--- src/rtl/ifu_prefetch.sv ---
// Instruction fetch unit with a prefetch FIFO.
// Issues one fetch at a time to instruction memory, buffers returned words
// with their PCs, and hands them to decode over a valid/ready interface.
// A redirect flushes the buffer and discards any fetch still in flight.
module ifu_prefetch #(
  parameter int              XLEN       = 64,
  parameter logic [XLEN-1:0] RESET_PC   = XLEN'(64'h8000_0000),
  parameter int              FIFO_DEPTH = 4
) (
  input  logic            clk,
  input  logic            rst,
  input  logic            redirect_valid,
  input  logic [XLEN-1:0] redirect_pc,
  output logic            imem_req_valid,
  input  logic            imem_req_ready,
  output logic [XLEN-1:0] imem_req_addr,
  input  logic            imem_resp_valid,
  input  logic [31:0]     imem_resp_data,
  output logic            inst_valid,
  input  logic            inst_ready,
  output logic [XLEN-1:0] inst_pc,
  output logic [31:0]     inst_data
);

  localparam int PTR_W = $clog2(FIFO_DEPTH);
  localparam int CNT_W = PTR_W + 1;

  // REQ: nothing in flight, WAIT: fetch in flight and wanted,
  // DROP: fetch in flight whose result must be thrown away.
  typedef enum logic [1:0] {
    REQ  = 2'd0,
    WAIT = 2'd1,
    DROP = 2'd2
  } state_t;

  state_t           state;
  logic [XLEN-1:0]  fetch_pc;
  logic [XLEN-1:0]  req_pc;
  logic [XLEN-1:0]  redirect_target;

  logic [XLEN-1:0]  pc_mem   [FIFO_DEPTH];
  logic [31:0]      data_mem [FIFO_DEPTH];
  logic [PTR_W-1:0] rd_ptr;
  logic [PTR_W-1:0] wr_ptr;
  logic [CNT_W-1:0] count;

  logic empty;
  logic full;
  logic req_fire;
  logic push;
  logic pop;

  assign redirect_target = redirect_pc & ~XLEN'(3);

  assign empty = (count == '0);
  assign full  = (count == CNT_W'(FIFO_DEPTH));

  // Outputs are forced to their idle values while reset is held, so the
  // interface looks quiet even before the first clock edge.
  assign imem_req_valid = !rst && (state == REQ) && !full && !redirect_valid;
  assign imem_req_addr  = fetch_pc;
  assign inst_valid     = !rst && !empty && !redirect_valid;
  assign inst_pc        = rst ? '0 : pc_mem[rd_ptr];
  assign inst_data      = rst ? '0 : data_mem[rd_ptr];

  assign req_fire = imem_req_valid && imem_req_ready;
  assign push     = (state == WAIT) && imem_resp_valid && !redirect_valid;
  assign pop      = inst_valid && inst_ready;

  // Fetch sequencing: one outstanding request, redirect overrides everything.
  always_ff @(posedge clk or posedge rst) begin
    if (rst) begin
      state    <= REQ;
      fetch_pc <= RESET_PC;
      req_pc   <= '0;
    end else if (redirect_valid) begin
      fetch_pc <= redirect_target;
      case (state)
        WAIT:    state <= imem_resp_valid ? REQ : DROP;
        DROP:    state <= imem_resp_valid ? REQ : DROP;
        default: state <= REQ;
      endcase
    end else begin
      case (state)
        REQ: begin
          if (req_fire) begin
            req_pc   <= fetch_pc;
            fetch_pc <= fetch_pc + XLEN'(4);
            state    <= WAIT;
          end
        end
        WAIT: begin
          if (imem_resp_valid) state <= REQ;
        end
        DROP: begin
          if (imem_resp_valid) state <= REQ;
        end
        default: state <= REQ;
      endcase
    end
  end

  // Buffer storage; contents need no reset because count gates visibility.
  always_ff @(posedge clk) begin
    if (push) begin
      pc_mem[wr_ptr]   <= req_pc;
      data_mem[wr_ptr] <= imem_resp_data;
    end
  end

  // Buffer bookkeeping: flush on redirect, otherwise push/pop independently.
  always_ff @(posedge clk or posedge rst) begin
    if (rst) begin
      rd_ptr <= '0;
      wr_ptr <= '0;
      count  <= '0;
    end else if (redirect_valid) begin
      rd_ptr <= '0;
      wr_ptr <= '0;
      count  <= '0;
    end else begin
      if (push) wr_ptr <= wr_ptr + PTR_W'(1);
      if (pop)  rd_ptr <= rd_ptr + PTR_W'(1);
      case ({push, pop})
        2'b10:   count <= count + CNT_W'(1);
        2'b01:   count <= count - CNT_W'(1);
        default: count <= count;
      endcase
    end
  end

endmodule

--- config.mk ---
export PLATFORM = sky130hd
export DESIGN_NAME = ifu_prefetch
export DESIGN_NICKNAME = d
export VERILOG_FILES = /design/src/rtl/ifu_prefetch.sv
export SDC_FILE = /design/constraint.sdc
export NUM_CORES = 1
export LEC_CHECK = 0
export CORE_MARGIN = 5
export CORE_UTILIZATION = 30
export DETAILED_ROUTE_END_ITERATION = 8
export PLACE_DENSITY = 0.6
export SETUP_SLACK_MARGIN = 0.4
export SYNTH_ARGS = -nofsm -noshare
export SYNTH_HDL_FRONTEND = slang
export SYNTH_SLANG_ARGS = --single-unit
--- constraint.sdc ---
create_clock -name clk -period 10.7 [get_ports clk]
set_input_delay 1.07 -clock clk [delete_from_list [all_inputs] [get_ports clk]]
set_output_delay 1.07 -clock clk [all_outputs]
set_load 0.05 [all_outputs]
==> flow_summary.ini <==
[status]
outcome = finished clean

[clocking]
cts_htree_levels = 2
numCtsBuffers = 55
cts.reportedPaths.clkPinSlew_ns = 0.06
clk_root_buffer_cell = clkbuf_16
clk_latency_ns = 0.61
cts-resized-gates = 0
cts_buffer_depth = 3
cts_setup_buffers = 0
ctsHoldBuffers = 0
clock-sinks = 509
cts_tree = built

[placed_design]
dp_slack_ns = 5.442
dp_hpwl_um = 38720
numPortBuffers = 257
dpl.cell_count = 2534
gp_congestion = 0.8273

[power]
ir_drop_mv = 0.1275
p_per_area_mw_per_mm2 = 189.8
p_leak_nw = 9.030

[floorplan]
initial_utilization_pct = 30.11
die_h_um = 274.7
fp-row-count = 97
io_pins = 264
die_w_um = 274.7
fp.dieArea_mm2 = 0.07544
core_area_mm2 = 0.06979

[synth]
synthDistinctLibCells = 64
ys_seq_area_share_pct = 69.58
synth_mux_area_share_pct = 10.47
synth_cells = 1396
syn_area_mm2 = 0.02101
synth_xor_xnor_area_share_pct = 0.8336
synthSimpleGateAreaFrac_pct = 12.99
syn_avg_cell_area_um2 = 15.05
synth_edf_count = 376
synth_compound_area_share_pct = 3.811
synth_seq_cells = 509
ys.flop_type = edfxtp_1
yosys_warnings = 0
synth-adder-area-share_pct = 0.5121
synthArstFlopShare_pct = 26.13
synth_top_family_by_area = simple AND/OR/NAND/NOR gates

[global_route]
grt_pass1_wl_um = 89790
grt_overflow = 0
grt_max_degree = 131
gr-usage-met3_pct = 3.960
antenna_found_initial = 4
grt_pass1_vias = 13410
use_met2_pct = 25.76
grt_use_total_pct = 15.94
grt-busiest-layer = met2
grt_use_met1_pct = 21.57

[sta]
hold_violations = 0
finalCritPeriodShare_pct = 46.19
fin_tns_setup_ns = 0
fin_skew_ns = 0.02866
holdWs_ns = 0.5148
slew_headroom_pct = 31.98
fin_ws_ns = 5.758
setup_viol = 0
rsz0062_at_grt = no
drv_slew = 0
fin_crit_ns = 4.942
tightest_slew_ns = 1.020
max_freq_mhz = 202.3

[finish]
syn2layout_area_growth_pct = 25.80
layout_commonest_cell = edfxtp_1
layout.nets = 1761
fin_cells = 2638
drive_above_1_share_pct = 12.93
mostFrequentLayoutCells = 376 x edfxtp_1, 256 x clkdlybuf4s50_1, 243 x nand2_1, 130 x dfrtp_1, 99 x and2_1

[min_path]
worstHoldEndpoint = pc_mem[1][59]
worstHoldPathType = register to register
hold_start = req_pc[59]
min_path_cells = 0

[routing]
drt_iter0_drc = 1022
num_vias = 13070
drtPass1Iterations = 7
ant_nets = 0
drcViolationCount = 0
vias_per_cell = 4.955
wl_per_cell_um = 23.09
wl_um = 60920

[worst_setup_path]
critical_path.cell_chain = clkdlybuf4s50_1 -> inv_8 -> buf_12 -> and2_1 -> clkdlybuf4s50_1
worst_ep_arrival_time_ns = 3.87
start_kind = primary input
rrSetupSlack_ns = 6.54
reg2regPathDepth = 8
slowest_delay_ns = 0.81
crit_fanout = 130
endpoint_kind = output pin
r2r_end = imem_req_addr[19]
slowest_stage = clkdlybuf4s50_1
crit_top_cell = clkdlybuf4s50_1
worstSetupPathType = primary input to output pin
reg2reg_from = state[0]
required_ns = 9.63

[job]
drv_cap = 0
[cell families after synthesis]
| group | count (synthesis) |
|---|---|
| compound gates | 121 |
| xor+xnor | 20 |
| fa+ha+maj | 8 |
| buf+inv | 93 |
| flops | 509 |
| mux | 102 |
| other cells | 1 |
| simple gates | 542 |
[Yosys cell counts, types with 4 or more instances]
| cell type | n | area [um2] |
|---|---|---|
| a21oi_1 | 12 | 60.06 |
| a221o_1 | 4 | 40.04 |
| a22oi_1 | 6 | 45.04 |
| a31oi_1 | 14 | 87.58 |
| and2_1 | 103 | 644.4 |
| and3_1 | 10 | 62.56 |
| and4_1 | 9 | 78.83 |
| buf_1 | 20 | 75.07 |
| buf_2 | 10 | 50.05 |
| buf_4 | 4 | 30.03 |
| clkbuf_1 | 47 | 176.4 |
| dfrtp_1 | 132 | 3303 |
| edfxtp_1 | 376 | 11290 |
| ha_1 | 7 | 87.58 |
| inv_1 | 11 | 41.29 |
| mux2i_1 | 6 | 60.06 |
| mux4_2 | 94 | 2117 |
| nand2_1 | 244 | 915.9 |
| nand3_1 | 33 | 165.2 |
| nand4_1 | 35 | 219.0 |
| nor2_1 | 42 | 157.7 |
| nor3_1 | 10 | 50.05 |
| nor4_1 | 15 | 93.84 |
| o211ai_1 | 8 | 60.06 |
| o21ai_0 | 43 | 215.2 |
| o311ai_0 | 10 | 87.58 |
| o31a_1 | 6 | 52.55 |
| or3_1 | 16 | 100.1 |
| or4_1 | 7 | 52.55 |
| xnor2_1 | 8 | 70.07 |
| xor2_1 | 12 | 105.1 |
[flip-flops by register name, summed over array words and instances (netlist names)]
| signal | cells |
|---|---|
| rd_ptr | 2 |
| count | 3 |
| imem_req_addr | 62 |
| pc_mem | 248 |
| wr_ptr | 2 |
| state | 2 |
| req_pc | 62 |
| data_mem | 128 |
[worst max-delay path: cells and delay by family]
kind                   cells  cell delay [ns]
AND/OR/NAND/NOR            1             0.23
buffers and inverters      4             2.47
[worst max path at each step]
stage,depth (start not counted),endpoint,from
after floorplan,3,inst_data[22],rst
after global placement,7,imem_req_addr[19],rst
after detailed placement,7,imem_req_addr[19],rst
after CTS,4,inst_pc[58],rd_ptr[1]
after global routing,5,inst_pc[50],rst
final,5,inst_pc[50],rst
[per-stage QoR]
| stage | utilization (%) | power (mW) | cell area (um2) |
|---|---|---|---|
| finish | 37.88 | 5.017 | 26430 |
| CTS | 37.86 | 5.075 | 26420 |
| global route | 37.87 | 5.222 | 26430 |
| detailed placement | 35.30 | 3.165 | 24630 |
| floorplan | - | 2.891 | 21020 |
| global placement | 35.30 | 3.140 | 24630 |
[routing by layer]
metal	vias up	wire [um]	share of wire, %
li1	5817	-	-
met1	6689	25560	42
met2	472	28890	47
met3	88	5072	8.3
met4	4	1359	2.2
met5	-	27	0.044
[cell type report]
type | instances | area, um2
clock inverters | 23 | 281.5
fillers | 6550 | 43350
diodes | 4 | 10.01
well taps | 940 | 1176
repair buffers | 276 | 2723
multi-input cells | 797 | 6055
inverters | 12 | 52.55
clock buffers | 77 | 1509
flip-flops and latches | 509 | 14630
[report_power, final]
group          internal [mW]  leakage (nW)  switching, mW
combinational          0.204          3.12          0.353
sequential              2.37          5.05          0.189
clock                   1.12         0.862          0.774
No activity file was read; power rests on OpenSTA's default activity.
